`config.mk`:
```
export PLATFORM = sky130hd
export DESIGN_NAME = i2c_ccd_reg_slave
export DESIGN_NICKNAME = d
export VERILOG_FILES = /design/src/rtl/i2c_ccd_reg_slave.sv
export SDC_FILE = /design/constraint.sdc
export NUM_CORES = 1
export LEC_CHECK = 0
export ABC_CLOCK_PERIOD_IN_PS = 4200
export CAP_MARGIN = 20
export CORE_MARGIN = 1.5
export CORE_UTILIZATION = 55
export CTS_CLUSTER_DIAMETER = 120
export DETAILED_ROUTE_END_ITERATION = 6
export PLACE_DENSITY = 0.85
export RECOVER_POWER = 25
export SLEW_MARGIN = 20
export SYNTH_ARGS = -nofsm -noshare
export SYNTH_HDL_FRONTEND = slang
export SYNTH_SLANG_ARGS = --single-unit
```
`constraint.sdc`:
```
create_clock -name iCLK -period 4.2 [get_ports iCLK]
set_input_delay 0.84 -clock iCLK [delete_from_list [all_inputs] [get_ports iCLK]]
set_output_delay 0.84 -clock iCLK [all_outputs]
set_load 0.1 [all_outputs]
```
`src/rtl/i2c_ccd_reg_slave.sv`:
```
// I2C target for CCD config writes {dev, sub-addr, data_hi, data_lo}: ACKs DEV_ADDR, one oREG_WR per 16-bit word.
// Optional register read-back path is compiled in when `I2C_SLAVE_READ_EN is defined.
module i2c_ccd_reg_slave #(
  parameter logic [6:0] DEV_ADDR   = 7'h5D,
  parameter int         FILTER_LEN = 3
) (
  input  logic        iCLK,
  input  logic        iRST,
  input  logic        iSCL,
  input  logic        iSDA,
  output logic        oSDA_OE,
  output logic        oBUSY,
  output logic        oREG_WR,
  output logic [7:0]  oREG_ADDR,
  output logic [15:0] oREG_WDATA,
  output logic        oREG_RD,
  input  logic [15:0] iREG_RDATA
);

  localparam int CW = (FILTER_LEN < 2) ? 1 : $clog2(FILTER_LEN);

  typedef enum logic [3:0] {
    S_IDLE, S_DEV, S_ACK_DEV, S_REG, S_ACK_REG, S_DHI, S_ACK_DHI,
    S_DLO, S_ACK_DLO, S_IGNORE, S_RHI, S_RACK_HI, S_RLO, S_RACK_LO
  } state_t;

  // bit 0 carries SCL, bit 1 carries SDA
  logic [1:0]    sync1, sync2, filt, filt_q;
  logic [CW-1:0] flt_cnt [2];

  always_ff @(posedge iCLK) begin
    if (iRST) begin
      sync1  <= 2'b11;
      sync2  <= 2'b11;
      filt   <= 2'b11;
      filt_q <= 2'b11;
      for (int i = 0; i < 2; i++) flt_cnt[i] <= '0;
    end else begin
      sync1  <= {iSDA, iSCL};
      sync2  <= sync1;
      filt_q <= filt;
      for (int i = 0; i < 2; i++) begin
        if (sync2[i] == filt[i]) begin
          flt_cnt[i] <= '0;
        end else if (flt_cnt[i] == CW'(FILTER_LEN - 1)) begin
          filt[i]    <= sync2[i];
          flt_cnt[i] <= '0;
        end else begin
          flt_cnt[i] <= flt_cnt[i] + 1'b1;
        end
      end
    end
  end

  logic sda, scl_hi, scl_rise, scl_fall, start, stop;
  assign sda      = filt[1];
  assign scl_hi   = filt[0] & filt_q[0];
  assign scl_rise = filt[0] & ~filt_q[0];
  assign scl_fall = ~filt[0] & filt_q[0];
  assign start    = scl_hi & ~filt[1] & filt_q[1];
  assign stop     = scl_hi & filt[1] & ~filt_q[1];

  state_t      state, state_n;
  logic [3:0]  bit_cnt, bit_n;
  logic [7:0]  shreg, shreg_n, dhi, dhi_n, addr_n;
  logic [15:0] wdata_n;
  logic        oe_n, busy_n, wr_n, byte_end, shift_state;

`ifdef I2C_SLAVE_READ_EN
  logic [15:0] tx, tx_n;
  logic        mack, mack_n, rd_n;
`else
  logic unused_rdata;
  assign unused_rdata = ^iREG_RDATA;
  assign oREG_RD      = 1'b0;
`endif

  always_comb begin
    state_n  = state;
    bit_n    = bit_cnt;
    shreg_n  = shreg;
    dhi_n    = dhi;
    oe_n     = oSDA_OE;
    busy_n   = oBUSY;
    wr_n     = 1'b0;
    addr_n   = oREG_ADDR;
    wdata_n  = oREG_WDATA;
    byte_end = scl_fall && (bit_cnt == 4'd8);
    shift_state = (state == S_DEV) || (state == S_REG) || (state == S_DHI) ||
                  (state == S_DLO) || (state == S_RHI) || (state == S_RLO);
`ifdef I2C_SLAVE_READ_EN
    tx_n   = tx;
    mack_n = mack;
    rd_n   = 1'b0;
    if (oREG_RD) tx_n = iREG_RDATA;
`endif
    if (start) begin
      state_n = S_DEV;
      bit_n   = '0;
      oe_n    = 1'b0;
      busy_n  = 1'b1;
    end else if (stop) begin
      state_n = S_IDLE;
      bit_n   = '0;
      oe_n    = 1'b0;
      busy_n  = 1'b0;
    end else begin
      if (scl_rise && (bit_cnt < 4'd8) && shift_state) begin
        shreg_n = {shreg[6:0], sda};
        bit_n   = bit_cnt + 4'd1;
      end
      case (state)
        S_DEV: if (byte_end) begin
          bit_n = '0;
          if (shreg[7:1] == DEV_ADDR && !shreg[0]) begin
            state_n = S_ACK_DEV;
            oe_n    = 1'b1;
`ifdef I2C_SLAVE_READ_EN
          end else if (shreg[7:1] == DEV_ADDR) begin
            state_n = S_ACK_DEV;
            oe_n    = 1'b1;
            rd_n    = 1'b1;
`endif
          end else begin
            state_n = S_IGNORE;
          end
        end
        S_ACK_DEV: if (scl_fall) begin
          oe_n    = 1'b0;
          state_n = S_REG;
`ifdef I2C_SLAVE_READ_EN
          // shreg still holds the DEV byte, so bit 0 is the R/W flag
          if (shreg[0]) begin
            state_n = S_RHI;
            oe_n    = ~tx[15];
          end
`endif
        end
        S_REG: if (byte_end) begin
          addr_n  = shreg;
          bit_n   = '0;
          oe_n    = 1'b1;
          state_n = S_ACK_REG;
        end
        S_ACK_REG: if (scl_fall) begin
          oe_n    = 1'b0;
          state_n = S_DHI;
        end
        S_DHI: if (byte_end) begin
          dhi_n   = shreg;
          bit_n   = '0;
          oe_n    = 1'b1;
          state_n = S_ACK_DHI;
        end
        S_ACK_DHI: if (scl_fall) begin
          oe_n    = 1'b0;
          state_n = S_DLO;
        end
        S_DLO: begin
          if (scl_rise && (bit_cnt == 4'd7)) begin
            wr_n    = 1'b1;
            wdata_n = {dhi, shreg[6:0], sda};
          end
          if (byte_end) begin
            bit_n   = '0;
            oe_n    = 1'b1;
            state_n = S_ACK_DLO;
          end
        end
        S_ACK_DLO: if (scl_fall) begin
          oe_n    = 1'b0;
          addr_n  = oREG_ADDR + 8'd1;
          state_n = S_DHI;
        end
`ifdef I2C_SLAVE_READ_EN
        S_RHI, S_RLO: if (scl_fall) begin
          // tx shifts every fall so tx[15] is always the bit on the wire next
          tx_n = {tx[14:0], 1'b0};
          if (bit_cnt == 4'd8) begin
            oe_n    = 1'b0;
            bit_n   = '0;
            state_n = (state == S_RHI) ? S_RACK_HI : S_RACK_LO;
          end else begin
            oe_n = ~tx[14];
          end
        end
        S_RACK_HI, S_RACK_LO: begin
          if (scl_rise) begin
            mack_n = ~sda;
            if ((state == S_RACK_LO) && !sda) begin
              addr_n = oREG_ADDR + 8'd1;
              rd_n   = 1'b1;
            end
          end
          if (scl_fall) begin
            bit_n = '0;
            if (mack) begin
              state_n = (state == S_RACK_HI) ? S_RLO : S_RHI;
              oe_n    = ~tx[15];
            end else begin
              state_n = S_IGNORE;
              oe_n    = 1'b0;
            end
          end
        end
`endif
        default: ;
      endcase
    end
  end

  always_ff @(posedge iCLK) begin
    if (iRST) begin
      state      <= S_IDLE;
      bit_cnt    <= '0;
      shreg      <= '0;
      dhi        <= '0;
      oSDA_OE    <= 1'b0;
      oBUSY      <= 1'b0;
      oREG_WR    <= 1'b0;
      oREG_ADDR  <= '0;
      oREG_WDATA <= '0;
`ifdef I2C_SLAVE_READ_EN
      tx         <= '0;
      mack       <= 1'b0;
      oREG_RD    <= 1'b0;
`endif
    end else begin
      state      <= state_n;
      bit_cnt    <= bit_n;
      shreg      <= shreg_n;
      dhi        <= dhi_n;
      oSDA_OE    <= oe_n;
      oBUSY      <= busy_n;
      oREG_WR    <= wr_n;
      oREG_ADDR  <= addr_n;
      oREG_WDATA <= wdata_n;
`ifdef I2C_SLAVE_READ_EN
      tx         <= tx_n;
      mack       <= mack_n;
      oREG_RD    <= rd_n;
`endif
    end
  end

endmodule
```
==> impl_metrics.toml, run 1 <==
[run_status]
outcome = "complete, but fails checks"
violations = "capacitance limit, slew limit"

[sta]
fmax_ghz = 0.348
finalSetupViolCount = 0
setup_tns_ns = 0
worst_pin_slew_ns = 2.21
worst_slack_ns = 1.33
slew_headroom_pct = -47.6
min_period_ns = 2.87
finalCritPeriodShare_pct = 68.4
drv_slew = 56
grt_setup_unrepaired = "no"
final_hold_viol_count = 0
skew_ns = 0.00854

[yosys]
avgSynthCellArea_um2 = 8.51
synthArstFlopShare_pct = 0
synth_area_um2 = 2790
synth_top_area_share_pct = 42.3
synth_ff_type = "dfxtp_1"
seq_area_frac_synth_pct = 46.6
synth_edf_count = 4
yosysMostFrequentCell = "dfxtp_1"
synth.largest_area_cell = "dfxtp_1"
synth.distinct_cells = 46
ys_top_cells_by_count = "dfxtp_1, nand2_1, a21oi_1"
synth-seq-cells = 63
ys_top_cells_by_area = "dfxtp_1, a21oi_1, nand2_1"
syn_inst = 328
synth-warning-count = 0

[global_routing]
antenna_found_initial = 0
busiest_layer = "met2"
grt_max_degree = 56
grt_overflow = 0
grt_pass1_vias = 2098
grt_pass1_wl_um = 9770
use_met2_pct = 34.9
grt.met1_usage_pct = 32.4
grtUsageMet3_pct = 7.18
grtUsageTotal_pct = 23.5

[die]
die_h_um = 74.2
initial_utilization_pct = 57.9
die_w_um = 74.2
coreArea_um2 = 4820
core.rowCount = 25
die-area_um2 = 5510
io_pins = 48

[routing]
firstDrtPassIters = 5
drt_iter0_markers = 403
routed_wl_um = 5930
vias = 2380
drc = 0
wl_per_cell_um = 14.0
drtAntennaViolNets = 0
routed_via_density = 5.61

[finish]
drive_gt1_share_pct = 8.40
antenna_cells = 0
num-nets-final = 377
fill_cells = 362
area_growth_pct = 19.3
post-route-cell-area_um2 = 3330
final_cells = 424

[clocking]
cts_made_buffers = 9
cts_sinks = 63
clk_pin_slew_ns = 0.07
post_cts_buffers = 0
cts_tree = "yes"
cts_root_buffer = "clkbuf_8"
cts_max_level = 3
clockBufferDepth = 2
cts_resized = 0
ctsHoldBuffers = 0
clk_latency_ns = 0.34

[setup_path]
worstPathCellList = "clkbuf_1 -> or2_2 -> nand2b_1 -> nor2_1"
crit_arrival_ns = 3.10
cp-end-kind = "flop"
required_ns = 4.42
criticalPathCategory = "in -> reg"
crit_path_max_fanout = 55
critPathMaxStageDelay_ns = 1.55
reg2reg_slack_ns = 1.95
slowest_stage = "clkbuf_1"
worst_r2r_path_depth = 5
r2r_start = "state[0]"
startpoint_type = "primary input"
crit_start = "iRST"
reg2reg_to = "oREG_WDATA[8]"

[worst_hold_path]
hp-start = "sync1[1]"
hold_path_end = "sync2[1]"
hp-class = "reg -> reg"
hold_path_depth = 1

[placed_design]
gp_congestion = 0.860
dpl_worst_slack_ns = 1.77
dp_cells = 408
place_area_um2 = 3090
port-buffer-count = 30
dp.final_hpwl_um = 3830

[pwr]
power_leakage_nw = 1.21
vdd_drop_max_mv = 0.368
p_per_area_nw_per_um2 = 407

[job]
drv_cap = 1
-- kinds of logic (layout without fill, tap and decap cells) --
| logic type | Yosys count | after routing | synth area share, % |
|---|---|---|---|
| AND/OR/NAND/NOR | 147 | 147 | 26.3 |
| AO/OA/AOI/OAI | 67 | 67 | 14.1 |
| flip-flops | 63 | 63 | 46.6 |
| buffers and inverters | 26 | 52 | 4.30 |
| multiplexers | 11 | 11 | 3.94 |
| XOR/XNOR | 7 | 7 | 2.20 |
| adder cells (fa/ha/maj) | 5 | 5 | 2.24 |
| other | 2 | 5 | 0.269 |
-- sequential cells by signal, indices dropped and copies added (netlist names), 4 cells and up --
register and flops:
oREG_ADDR 8, oREG_WDATA 16, dhi 8, shreg 8, bit_cnt 4, state 4
flt_cnt 4
-- report_power, final --
group	total [mW]	switching (mW)	internal (mW)
combinational	0.0987	0.0623	0.0364
clock	0.621	0.237	0.384
sequential	0.635	0.0198	0.615
-- worst max path at each step --
stage | endpoint | slack, ns | depth (start not counted)
after floorplan | oREG_ADDR[6] | 1.93 | 5
after global placement | oREG_ADDR[0] | 1.77 | 1
after detailed placement | oREG_ADDR[0] | 1.77 | 1
after CTS | oREG_ADDR[0] | 1.39 | 1
after global routing | bit_cnt[0] | 1.10 | 4
final | bit_cnt[0] | 1.33 | 4
-- cell type report --
| class | instances | area [um2] | share of cell area [%] |
|---|---|---|---|
| inverter | 4 | 15.0 | 0.451 |
| multi-input combinational | 242 | 1380 | 41.5 |
| tap | 67 | 83.8 | 2.52 |
| clock buffer | 11 | 163 | 4.88 |
| sequential | 63 | 1300 | 39.1 |
| timing repair buffer | 32 | 309 | 9.28 |
| clock inverter | 5 | 77.6 | 2.33 |
-- placed cells by master (no fill, tap or decap), types with 5 or more instances in the layout --
cell / n
clkdlybuf4s50_1: 29
and3_1: 5
xnor2_1: 5
nand2b_1: 8
nand3_1: 16
nor3_1: 5
conb_1: 5
or2_2: 9
dfxtp_1: 59
o21ai_0: 10
nand2_1: 50
ha_1: 5
mux2i_1: 11
a21oi_1: 38
clkbuf_8: 10
nor2_1: 30
-- layer usage --
| metal | routed length, um | up-vias | share of wire [%] |
|---|---|---|---|
| li1 | - | 1177 | - |
| met1 | 2650 | 1104 | 45 |
| met2 | 2760 | 88 | 47 |
| met3 | 393 | 11 | 6.6 |
| met4 | 121 | 0 | 2.0 |
| met5 | 0 | - | 0 |
-- per-stage QoR --
| stage | hold slack, ns | util, % | power [mW] |
|---|---|---|---|
| floorplan | 0.389 | - | 0.730 |
| global placement | 0.392 | 64.2 | 0.742 |
| detailed placement | 0.401 | 64.2 | 0.746 |
| CTS | 0.419 | 69.2 | 1.36 |
| global route | 0.423 | 69.1 | 1.40 |
| finish | 0.414 | 69.1 | 1.35 |
-- critical path, delay by kind of cell --
kind	cells	cell delay [ns]
buf+inv	1	1.55
simple gates	3	0.71
No activity file was read; power rests on OpenSTA's default activity.
==> inputs of run 2 (changes only) <==
- ABC_CLOCK_PERIOD_IN_PS: 4200 -> 2600
- CORE_UTILIZATION: 55 -> 47
- PLACE_DENSITY: 0.85 -> 0.78
- clock period: 4.2 -> 2.6 ns (I/O delays scaled with it)
==> run 2 against run 1 <==
Core utilization down 12 points. Clock-buffer cell count up 2. Global-route usage down 3.6 points. Sequential cell count unchanged. First-iteration DRC count down 62%. The run now ends clean.
==> impl_metrics.toml, run 2 (same netlist as run 1, synthesis figures left out) <==
[sta]
min_period_ns = 2.13
setup_tns_ns = 0
fmax_ghz = 0.469
finalCritPeriodShare_pct = 81.9
slew_headroom_pct = 8.86
final_hold_viol_count = 0
skew_ns = 0.00615
finalSetupViolCount = 0
drv_slew = 0
worst_pin_slew_ns = 1.37
grt_setup_unrepaired = "no"

[routing]
drt_iter0_markers = 152
firstDrtPassIters = 5
drc = 0
routed_wl_um = 5890
drtAntennaViolNets = 0
wl_per_cell_um = 13.6
routed_via_density = 5.36
vias = 2322

[setup_path]
crit_arrival_ns = 2.39
crit_path_max_fanout = 15
criticalPathCategory = "reg -> reg"
critPathMaxStageDelay_ns = 0.73
slowest_stage = "or4b_1"
worst-path-buf-inv = 0
cp-end-kind = "flop"
path_depth = 5
required_ns = 2.86
critPathTopFamily = "compound AO/OA/AOI/OAI gates"
worstPathCellList = "or4b_1 -> o21ai_1 -> o21a_1 -> a21oi_1 -> a211oi_1"
startpoint_type = "flop"
worst_r2r_path_depth = 5

[clocking]
cts_root_buffer = "clkbuf_8"
cts_tree = "yes"
clk_pin_slew_ns = 0.07
cts_sinks = 63
clk_latency_ns = 0.34
ctsHoldBuffers = 0
cts_resized = 0
clockBufferDepth = 2
cts_max_level = 3
post_cts_buffers = 0
cts_made_buffers = 9

[worst_hold_path]
hp-class = "reg -> reg"
hold_path_depth = 1

[pwr]
power_leakage_nw = 1.24
p_per_area_nw_per_um2 = 630
vdd_drop_max_mv = 0.422

[die]
core.rowCount = 27
io_pins = 48
die_w_um = 80.1
initial_utilization_pct = 49.8
die_h_um = 80.1
coreArea_um2 = 5610
die-area_um2 = 6410

[finish]
largest_register_ffs = 16
area_growth_pct = 15.8
fill_cells = 539
drive_gt1_share_pct = 14.4
ff_latch_area_um2 = 1300
num-nets-final = 381
most-common-layout-cells = "dfxtp_1, nand2_1, a21oi_1, nor2_1, buf_4"
regMostFlops = "oREG_WDATA"
antenna_cells = 0
final_common_cell = "dfxtp_1"
final_core_util_pct = 57.6
multi_input_area_um2 = 1380

[global_routing]
grt_pass1_wl_um = 9870
grt_overflow = 0
grt_pass1_vias = 2118
grt_max_degree = 35
antenna_found_initial = 0
grtUsageTotal_pct = 19.9

[placed_design]
port-buffer-count = 30
gp_congestion = 0.911
dp.final_hpwl_um = 4020

[run_status]
outcome = "completed"

[job]
drv_cap = 0
==> run 2: cell count changes in the layout (fill, tap and decap cells not counted) <==
cell             before  now
clkdlybuf4s50_1      29    2
bufinv_16             2    0
clkinvlp_4            1    0
buf_4                 2   25
inv_6                 0    1
clkinv_2              2    1
clkinv_4              0    1
clkbuf_1              1   10
clkbuf_8             10   11
==> run 2: worst paths after layout <==
check,start,end,slack [ns]
setup / recovery,state[3],oSDA_OE,0.47
hold / removal,sync1[0],sync2[0],0.41
setup reg to reg,state[3],oSDA_OE,0.47
hold reg to reg,sync1[0],sync2[0],0.41
==> run 2: final cells by class <==
type	count	area share, %
sequential	63	40.3
timing repair buffer	36	7.47
tap	72	2.79
clock inverter	3	0.697
clock buffer	13	5.57
multi-input combinational	242	42.7
inverter	4	0.465
==> run 2: worst reg2reg max path: stages, from the launching register on <==
cell and delay [ns]:
dfxtp_1 0.55, or4b_1 0.73, o21ai_1 0.23, o21a_1 0.23
a21oi_1 0.10, a211oi_1 0.21
==> run 2: per-layer routing <==
layer	global-route usage, %	part of all wire (%)	vias to the layer above
met5	0	0	-
met4	10.5	2.2	0
met3	3.75	4.0	14
met2	30.2	45	44
met1	26.7	48	1081
li1	-	-	1183
==> run 2: through the flow <==
stage / instance area, um2 / hold slack (ns) / total power, mW / cells / worst slack [ns]
floorplan: 2800 / 0.389 / 1.18 / 331 / 0.326
global placement: 3060 / 0.392 / 1.20 / 417 / 0.566
detailed placement: 3060 / 0.398 / 1.20 / 417 / 0.530
CTS: 3260 / 0.415 / 2.04 / 433 / 0.523
global route: 3230 / 0.421 / 2.10 / 433 / 0.333
finish: 3230 / 0.412 / 2.04 / 433 / 0.470
==> run 2: report_power, final <==
group | switching [mW] | internal (mW)
Clock | 0.391 | 0.460
Combinational | 0.0990 | 0.0601
Sequential | 0.0320 | 0.994
Total | 0.522 | 1.51
==> inputs of run 3 (changes only) <==
- ABC_CLOCK_PERIOD_IN_PS: 2600 -> 2100
- CORE_UTILIZATION: 47 -> 52
- PLACE_DENSITY: 0.78 -> 0.82
- clock period: 2.6 -> 2.1 ns (I/O delays scaled with it)
==> run 3 against run 2 <==
Setup slack got worse by 0.24 ns. Sequential cell count unchanged. Sequential share of layout area decreased by 1.0 points. Total power is 30% higher. Maximum frequency is 14% higher. Clock power increased by 37%. Hold slack about the same. Clock skew is 0.0021 ns higher. Core utilization is 7.0 points higher. Register-to-register slack worse by 0.24 ns. Critical endpoint is now oREG_ADDR[7].
==> impl_metrics.toml, run 3 (same netlist as run 1, synthesis figures left out) <==
[global_routing]
grt_pass1_vias = 2345
grt_max_degree = 47
grt_overflow = 0
grtUsageTotal_pct = 22.6
antenna_found_initial = 0
grt_pass1_wl_um = 10600

[placed_design]
dp.final_hpwl_um = 4080
port-buffer-count = 30
gp_congestion = 0.907
dpl_worst_slack_ns = 0.281

[clocking]
clk_latency_ns = 0.34
clockBufferDepth = 2
cts_resized = 0
cts_made_buffers = 9
cts_root_buffer = "clkbuf_8"
post_cts_buffers = 0
cts_max_level = 3
cts_tree = "yes"
ctsHoldBuffers = 0
clk_pin_slew_ns = 0.07
cts_sinks = 63

[pwr]
power_leakage_nw = 1.31
p_per_area_nw_per_um2 = 799
vdd_drop_max_mv = 0.571

[setup_path]
worst-path-buf-inv = 1
worstPathCellList = "or4b_1 -> buf_4 -> nor2_1 -> nand4_1 -> a2bb2oi_1 -> a21oi_1"
r2r_start = "state[3]"
crit_arrival_ns = 2.13
crit_path_max_fanout = 12
startpoint_type = "flop"
critPathTopFamily = "simple AND/OR/NAND/NOR gates"
required_ns = 2.36
critPathMaxStageDelay_ns = 0.58
worst_r2r_path_depth = 6
cp-end-kind = "flop"
slowest_stage = "or4b_1"
reg2reg_to = "oREG_ADDR[7]"
criticalPathCategory = "reg -> reg"
reg2reg_slack_ns = 0.23

[sta]
min_period_ns = 1.87
skew_ns = 0.00829
finalSetupViolCount = 0
fmax_ghz = 0.534
grt_setup_unrepaired = "no"
slew_headroom_pct = 40.0
final_hold_viol_count = 0
finalCritPeriodShare_pct = 89.1
worst_pin_slew_ns = 0.900
drv_slew = 0
worst_slack_ns = 0.229
setup_tns_ns = 0

[routing]
drtAntennaViolNets = 0
drt_iter0_markers = 223
vias = 2414
wl_per_cell_um = 13.5
routed_via_density = 5.50
routed_wl_um = 5940
drc = 0
firstDrtPassIters = 4

[finish]
antenna_cells = 0
num-nets-final = 389
area_growth_pct = 19.0
largest_register_ffs = 16
most-common-layout-cells = "dfxtp_1, nand2_1, a21oi_1, buf_4, nor2_1"
regMostFlops = "oREG_WDATA"
final_common_cell = "dfxtp_1"
drive_gt1_share_pct = 19.0

[worst_hold_path]
hp-start = "sync1[0]"
hold_path_depth = 1
hold_path_end = "sync2[0]"
hp-class = "reg -> reg"

[die]
die-area_um2 = 5820
initial_utilization_pct = 54.3
coreArea_um2 = 5140
die_h_um = 76.3
core.rowCount = 26
io_pins = 48
die_w_um = 76.3

[job]
drv_cap = 0

[run_status]
outcome = "completed"
==> run 3: how the worst max path moves through the flow <==
stage	endpoint	slack [ns]	startpoint	cells past startpoint
after floorplan	oREG_ADDR[6]	0.02	oREG_ADDR[3]	4
after global placement	state[0]	0.33	bit_cnt[0]	7
after detailed placement	oREG_ADDR[7]	0.28	state[3]	6
after CTS	state[0]	0.25	bit_cnt[0]	7
after global routing	shreg[7]	0.02	filt[0]	4
final	oREG_ADDR[7]	0.23	state[3]	6
==> run 3: worst reg2reg max path: stages (launching register included) <==
cell	delay, ns
dfxtp_1	0.46
or4b_1	0.58
buf_4	0.23
nor2_1	0.11
nand4_1	0.13
a2bb2oi_1	0.16
a21oi_1	0.14
==> run 3: layout make-up <==
cell class | count | area [um2]
Tap cell | 70 | 87.6
Fill cell | 470 | 1820
Sequential cell | 63 | 1300
Clock buffer | 13 | 180
Clock inverter | 3 | 46.3
Timing Repair Buffer | 44 | 307
Inverter | 4 | 15.0
Multi-Input combinational cell | 242 | 1380
==> run 3: per-layer routing <==
metal	routed length (um)	track usage, %	up-vias
met1	2680	29.2	1138
met2	2820	36.1	62
met5	0	0	-
met3	328	5.15	10
met4	106	10.2	0
li1	-	-	1204
==> run 3: stage by stage <==
step	power [mW]	instances	instance area, um2	util, %	hold WS [ns]
floorplan	1.46	331	2810	-	0.389
global placement	1.50	423	3120	60.7	0.392
detailed placement	1.51	423	3120	60.7	0.397
CTS	2.67	439	3350	65.1	0.372
global route	2.75	439	3320	64.6	0.435
finish	2.65	439	3320	64.6	0.411
==> run 3: power by group <==
| group | leakage (nW) | switching [mW] | internal, mW |
|---|---|---|---|
| Clock | 0.111 | 0.479 | 0.690 |
| Combinational | 0.681 | 0.150 | 0.0849 |
| Sequential | 0.519 | 0.0181 | 1.23 |
==> variant (settings of run 2) <==
Add a define of `I2C_SLAVE_READ_EN`.
--- a/src/rtl/i2c_ccd_reg_slave.sv
+++ b/src/rtl/i2c_ccd_reg_slave.sv
@@ -2,2 +2,4 @@
 // Optional register read-back path is compiled in when `I2C_SLAVE_READ_EN is defined.
+`define I2C_SLAVE_READ_EN
+
 module i2c_ccd_reg_slave #(
Formal check against the unedited RTL: no difference found for any inputs over 10 cycles, from zero or initial values and one cycle with iRST high; that may be too few to reach the edited logic, so the function may still have changed.
==> variant against run 2 <==
Area after synthesis up 43%; non-clock buffer count up 25; design area rose by 43%; wire length increased by 53%; power is 11% higher; utilization shrank 1.4 points; clock power down 0.9%; setup slack lost 0.15 ns; largest power group unchanged; sequential cell count increased by 18; highest routed layer unchanged; maximum frequency decreased by 6.4%.
==> variant: results (changes against run 2) <==
stage,metric,value,unit,change
layout,nonClkBufAreaFrac,9.88,%,+2.4 points
critical_path,reg2reg_slack,0.32,ns,-0.15 ns
grt,grt_pass1_wl,15100,um,+53%
critical_path,critPathMaxStageDelay,0.64,ns,-0.09 ns
run_status,status,"finished, final reports clean",,
route,wl_met3,557,um,+140%
clock_network,clock_latency,0.36,ns,+0.02 ns
layout,multiInputGateArea,2150,um^2,+56%
synth,synth_compound_area_share,17.4,%,+3.3 points
grt,grt_pass1_vias,3239,,+53%
critical_path,cp_slowest_cell,dfxtp_1,,
place,port-buffer-count,47,,+57%
route,wl_met1,3970,um,+39%
critical_path,crit_fanout,16,,+1
synth,synthMuxAreaShare,13.5,%,+9.6 points
grt,gr-usage-met1,27.6,%,+0.90 points
layout,clkbuf_count,9,,-4
synth,synth_area_leaders,"dfxtp_1 39%, mux2i_1 14%, nor2_1 6.7%",,
synth,ys_seq_area_share,41.6,%,-5.0 points
layout,ff_latch_area,1660,um^2,+28%
pwr,pwr-share-clk,37.4,%,-4.4 points
place,pre_cts_slack,0.301,ns,-0.229 ns
critical_path,r2r_end,oREG_ADDR[7],,
grt,met2_usage,32.9,%,+2.7 points
pwr,internal_power,1670,uW,+11%
layout,clk_share,3.82,%,-2.5 points
layout,drive_above_1_share,12.7,%,-1.7 points
place,gp_congestion,0.890,,-2.3%
grt,grt_use_met3,5.10,%,+1.4 points
sta,max_freq,439,MHz,-6.4%
grt,grt_util_all_layers,21.3,%,+1.4 points
synth,synth_xor_area_share,1.75,%,-0.44 points
layout,n_all_inverters,12,,+8
layout,fin_nets,501,,+31%
sta,skew,0.00934,ns,+0.00319 ns
==> variant: cell types whose count changed after synthesis, moves of 5 or more <==
cell,delta
a21oi_1,-21
o31ai_1,+5
nand3_1,-13
mux2i_1,+43
dfxtp_1,+18
a211oi_1,+14
nand2_1,-35
inv_1,+8
nor3_1,+7
nor2_1,+41
buf_2,+5
==> variant: worst max path at each step <==
stage / start / endpoint / cells after the start
finish: state[0] / oREG_ADDR[7] / 5
global route: state[0] / oREG_ADDR[6] / 5
CTS: state[3] / shreg[7] / 4
detailed placement: state[3] / shreg[7] / 4
global placement: state[3] / shreg[1] / 4
floorplan: oREG_ADDR[0] / oREG_ADDR[7] / 5
==> variant: per-stage QoR <==
stage          std cells  hold slack [ns]  instance area (um^2)
3_3_place_gp         570            0.391                  4500
5_1_grt              586            0.446                  4620
4_1_cts              586            0.419                  4670
2_1_floorplan        435            0.389                  4010
3_5_place_dp         570            0.397                  4500
6_report             586            0.415                  4620
